## src/rtl/spike_out_sequencer.sv

```systemverilog
// Per-timestep spike-out sequencer: scans every neuron over req/ack and commits the vector with one write strobe while the bus is idle.
// Optional feature: define SPIKE_COUNT_EN to add spike_count_o, the number of spiking neurons in the last scan.
module spike_out_sequencer #(
  parameter int NUM_NEURONS = 256,
  parameter int IDX_W       = 8
) (
  input  logic                   wb_clk_i,
  input  logic                   wb_rst_i,
  input  logic                   timestep_start_i,
  input  logic                   wbs_cyc_i,
  output logic                   neuron_req_o,
  output logic [IDX_W-1:0]       neuron_idx_o,
  input  logic                   neuron_ack_i,
  input  logic                   neuron_spike_i,
  output logic [NUM_NEURONS-1:0] spike_data_o,
  output logic                   spike_write_en_o,
  output logic                   busy_o,
  output logic                   done_o,
  output logic                   overrun_o
`ifdef SPIKE_COUNT_EN
  ,
  output logic [IDX_W:0]         spike_count_o
`endif
);

  typedef enum logic [1:0] {
    S_IDLE,
    S_SCAN,
    S_COMMIT,
    S_DONE
  } state_e;

  localparam logic [IDX_W-1:0] LAST_IDX = IDX_W'(NUM_NEURONS - 1);

  state_e                 state_q, state_d;
  logic [IDX_W-1:0]       idx_q, idx_d;
  logic [NUM_NEURONS-1:0] data_q, data_d;
  logic                   write_en;
`ifdef SPIKE_COUNT_EN
  logic [IDX_W:0]         count_q, count_d;
`endif

  // NOTE: every variable gets its default before the case, so no path leaves one unassigned and no latch is inferred.
  always_comb begin
    state_d  = state_q;
    idx_d    = idx_q;
    data_d   = data_q;
    write_en = 1'b0;
`ifdef SPIKE_COUNT_EN
    count_d  = count_q;
`endif
    unique case (state_q)
      S_IDLE: begin
        if (timestep_start_i) begin
          data_d  = '0;
          idx_d   = '0;
          state_d = S_SCAN;
`ifdef SPIKE_COUNT_EN
          count_d = '0;
`endif
        end
      end
      S_SCAN: begin
        if (neuron_ack_i) begin
          data_d[idx_q] = neuron_spike_i;
`ifdef SPIKE_COUNT_EN
          if (neuron_spike_i) count_d = count_q + (IDX_W+1)'(1);
`endif
          // Compare against the last real index so a full 2**IDX_W scan never wraps.
          if (idx_q == LAST_IDX) state_d = S_COMMIT;
          else                   idx_d   = idx_q + IDX_W'(1);
        end
      end
      S_COMMIT: begin
        if (!wbs_cyc_i) begin
          write_en = 1'b1;
          state_d  = S_DONE;
        end
      end
      S_DONE: begin
        state_d = S_IDLE;
      end
      default: begin
        state_d = S_IDLE;
      end
    endcase
  end

  // NOTE: state updates use non-blocking assignments so every flop samples pre-edge values regardless of statement order.
  always_ff @(posedge wb_clk_i) begin
    if (wb_rst_i) begin
      state_q <= S_IDLE;
      idx_q   <= '0;
      data_q  <= '0;
`ifdef SPIKE_COUNT_EN
      count_q <= '0;
`endif
    end else begin
      state_q <= state_d;
      idx_q   <= idx_d;
      data_q  <= data_d;
`ifdef SPIKE_COUNT_EN
      count_q <= count_d;
`endif
    end
  end

  // Strobe and overrun are combinational; gating with reset keeps an abort from leaking a write.
  assign busy_o           = (state_q != S_IDLE);
  assign neuron_req_o     = (state_q == S_SCAN);
  assign neuron_idx_o     = idx_q;
  assign done_o           = (state_q == S_DONE);
  assign spike_write_en_o = write_en & ~wb_rst_i;
  assign overrun_o        = timestep_start_i & busy_o & ~wb_rst_i;
  assign spike_data_o     = data_q;
`ifdef SPIKE_COUNT_EN
  assign spike_count_o    = count_q;
`endif

endmodule
```

## config.mk

```make
export PLATFORM = sky130hd
export DESIGN_NAME = spike_out_sequencer
export DESIGN_NICKNAME = d
export VERILOG_FILES = /design/src/rtl/spike_out_sequencer.sv
export SDC_FILE = /design/constraint.sdc
export NUM_CORES = 1
export LEC_CHECK = 0
export CORE_MARGIN = 2
export CORE_UTILIZATION = 50
export DETAILED_ROUTE_END_ITERATION = 12
export GPL_ROUTABILITY_DRIVEN = 0
export GPL_TIMING_DRIVEN = 0
export MAX_ROUTING_LAYER = met4
export PLACE_DENSITY = 0.9
export SLEW_MARGIN = 5
export SYNTH_ARGS = -nofsm -noshare
export SYNTH_HDL_FRONTEND = slang
export SYNTH_SLANG_ARGS = --single-unit
```

## constraint.sdc

```tcl
create_clock -name wb_clk_i -period 2.3 [get_ports wb_clk_i]
set_input_delay 0.345 -clock wb_clk_i [delete_from_list [all_inputs] [get_ports wb_clk_i]]
set_output_delay 0.345 -clock wb_clk_i [all_outputs]
set_load 0.1 [all_outputs]
```

==> results.py <==
metrics = {
    "outcome": {
        "status": "complete, no violations",
    },
    "logic_synthesis": {
        "ys_types": 47,
        "ys_ff_latch": 266,
        "syn_avg_cell_area_um2": 8.69,
        "seq_area_frac_synth": 0.452,
        "synth_nets": 1369,
        "yosys_warnings": 0,
        "syn-cell-area_um2": 11800,
        "netlist_instances": 1354,
        "synth_edf_count": 0,
        "synthFlopType": "dfxtp_1",
        "async_flop_share": 0,
    },
    "setup_path": {
        "crit_chain": "inv_1 -> ha_4 -> buf_4 -> nor2b_1 -> or3_4 -> buf_6 -> buf_8 -> buf_6 -> o211ai_1 -> o21ai_0",
        "worst-r2r-setup-slack_ns": 0.005,
        "worst_path_max_delay_cell": "or3_4",
        "crit_buf_inv": 5,
        "crit_path_max_incr_delay_ns": 0.37,
        "timing.critical_path.arrival_ns": 2.71,
        "start_kind": "flip-flop",
        "path_max_fanout": 10,
        "cpLargestDelayFamily": "buffers and inverters",
        "cp_data_required_time_ns": 2.71,
        "r2r_cells": 10,
        "crit_path_end_kind": "flip-flop",
        "path_class": "flip-flop to flip-flop",
        "cp.depth": 10,
        "cp_common_cell": "buf_6",
    },
    "route": {
        "ant_nets": 0,
        "drtIter0Drc": 1771,
        "dr.pass1.iters": 6,
        "avgRoutedWirePerCell_um": 25.0,
        "drc_errors": 0,
        "wirelength_mm": 49.8,
        "viasPerCell": 6.75,
        "num_vias": 13500,
    },
    "sta": {
        "worst_pin_slew_ns": 1.12,
        "hold_viol": 0,
        "slew_headroom": 0.254,
        "fmax_mhz": 436,
        "post-route-min-period_ns": 2.30,
        "finalCritPeriodShare": 0.998,
        "skew_ns": 0.00822,
        "setup_viol": 0,
        "slew_violations": 0,
    },
    "global_route": {
        "gr-total-overflow": 0,
        "grt_max_degree": 14,
        "antenna_found_initial": 1,
        "grt_pass1_wl_mm": 73.0,
        "busiest_layer": "met2",
        "track_usage": 0.395,
        "use_met2": 0.569,
        "grt_pass1_vias": 12600,
        "grt_util_met1": 0.479,
        "use_met3": 0.105,
    },
    "power": {
        "pwr-share-seq": 0.325,
        "power.net_switching_mw": 5.38,
        "p_leak_nw": 7.12,
        "p_per_area_nw_per_um2": 903,
        "pwr-share-comb": 0.354,
        "p_int_mw": 8.99,
        "power_mw": 14.4,
        "peakVddDrop_mv": 0.591,
        "p_sw_frac": 0.374,
        "p_clk_frac": 0.321,
    },
    "clock_tree": {
        "cts.hold.buffers_added": 0,
        "clkLatencyLatePin_ns": 0.55,
        "cts.path.max_buffers": 3,
        "clock_sinks": 266,
        "ctsRootBufferMaster": "clkbuf_16",
        "path_clk_slew_ns": 0.07,
        "htreeDepth": 1,
        "cts_tree": "done",
        "cts_buffers": 27,
    },
    "final_layout": {
        "drive_above_1_share": 0.130,
        "final_cell_count_no_fill": 1996,
        "area_delta_synth_final_pct": 35.1,
        "utilization": 0.684,
        "final_net_count": 1670,
        "finalInstanceArea_um2": 15900,
    },
    "hold_path": {
        "hold_class": "input port to flip-flop",
        "whs_path_depth": 2,
    },
    "floorplanning": {
        "coreArea_um2": 23300,
        "rows": 56,
        "die_h_um": 157,
        "initial_core_util": 0.506,
        "dieArea_um2": 24800,
        "ioPinCount": 275,
        "die_x_um": 157,
    },
    "job": {
        "maxCapViolCount": 0,
    },
    "placement": {
        "hpwl_mm": 32.5,
        "placed_cells": 1946,
        "port-buffer-count": 273,
        "post_dp_cell_area_um2": 14900,
    },
}
## stage by stage
| stage | hold slack [ns] | setup WS (ns) | TNS [ns] |
|---|---|---|---|
| after CTS | 0.128 | -0.0329 | -0.0357 |
| final | 0.128 | 0.00474 | 0 |
| after global placement | 0.451 | -1.02 | -68.62 |
| after floorplan | 0.471 | -0.0571 | -9.49 |
| after detailed placement | 0.456 | -1.01 | -80.87 |
| after global routing | 0.147 | -0.0269 | -0.0824 |
## cells in the mapped netlist, types with 5 or more instances
library cell,n,area share
buf_2,32,0.014
o21ai_0,198,0.084
o21ai_1,58,0.025
dfxtp_1,266,0.45
and3b_1,8,0.0060
a21oi_1,257,0.11
inv_1,7,0.0022
nor3_1,5,0.0021
clkbuf_1,120,0.038
and3_1,7,0.0037
o211ai_1,255,0.16
nand2_1,38,0.012
buf_6,29,0.028
nand3_1,5,0.0021
ha_1,9,0.0096
and4b_1,5,0.0043
## sequential cells by signal, indices dropped and copies added (netlist names)
name          flops
state_q           2
neuron_idx_o      8
spike_data_o    256
## layer usage
| metal | up-vias | routed length (um) |
|---|---|---|
| met1 | 6180 | 17100 |
| met2 | 1295 | 21100 |
| met4 | 0 | 3640 |
| met5 | - | 0 |
| li1 | 5696 | - |
| met3 | 310 | 7940 |
## layout by cell type, fill, tap and decap left out, types with 28 or more instances in the layout
master           n
a21oi_1        257
clkbuf_1        72
o21ai_1         70
dfxtp_1        256
o211ai_1       255
clkbuf_16       30
buf_2           29
clkbuf_2        29
buf_6           28
dlygate4sd2_1  265
o21ai_0        186
## area by class of cell
cell class	count	area, um^2
Fill cell	1803	7360
Multi-Input combinational cell	891	5560
Tap cell	319	399
Antenna cell	1	2.50
Sequential cell	266	5340
Inverter	9	33.8
Timing Repair Buffer	279	2450
Clock buffer	43	836
Buffer	181	1190
Clock inverter	7	88.8
## kinds of logic after synthesis
kind of cell | Yosys count | share of synthesized area
flip-flops | 266 | 0.452
multiplexers | 1 | 0.000850
AND/OR/NAND/NOR | 95 | 0.0566
AO/OA/AOI/OAI | 786 | 0.394
adder cells (fa/ha/maj) | 9 | 0.00957
buffers and inverters | 197 | 0.0870
## path summary, 6_finish.rpt
path                                  startpoint                             end
setup reg to reg         state_q[1]$_SDFFE_PP0P_   spike_data_o[53]$_SDFFE_PP0P_
hold / removal                          wb_rst_i    neuron_idx_o[7]$_SDFFE_PP0P_
hold reg to reg   spike_data_o[127]$_SDFFE_PP0P_  spike_data_o[127]$_SDFFE_PP0P_
setup / recovery         state_q[1]$_SDFFE_PP0P_   spike_data_o[53]$_SDFFE_PP0P_
## power by group through the flow
stage | logic, mW | registers, mW | clock network (mW)
after CTS | 4.70 | 4.67 | 4.53
final | 5.09 | 4.67 | 4.61
after floorplan | 3.55 | 4.83 | 0
after global placement | 4.49 | 4.77 | 0
after global routing | 5.41 | 4.67 | 4.73
after detailed placement | 4.63 | 4.77 | 0
## repair_timing
item                       4_1_cts  5_1_grt
resized for setup              357       88
setup endpoints to repair      496      239
setup buffers                    0        6
pin swaps                        0        6
(Power assumes the default switching activity.)
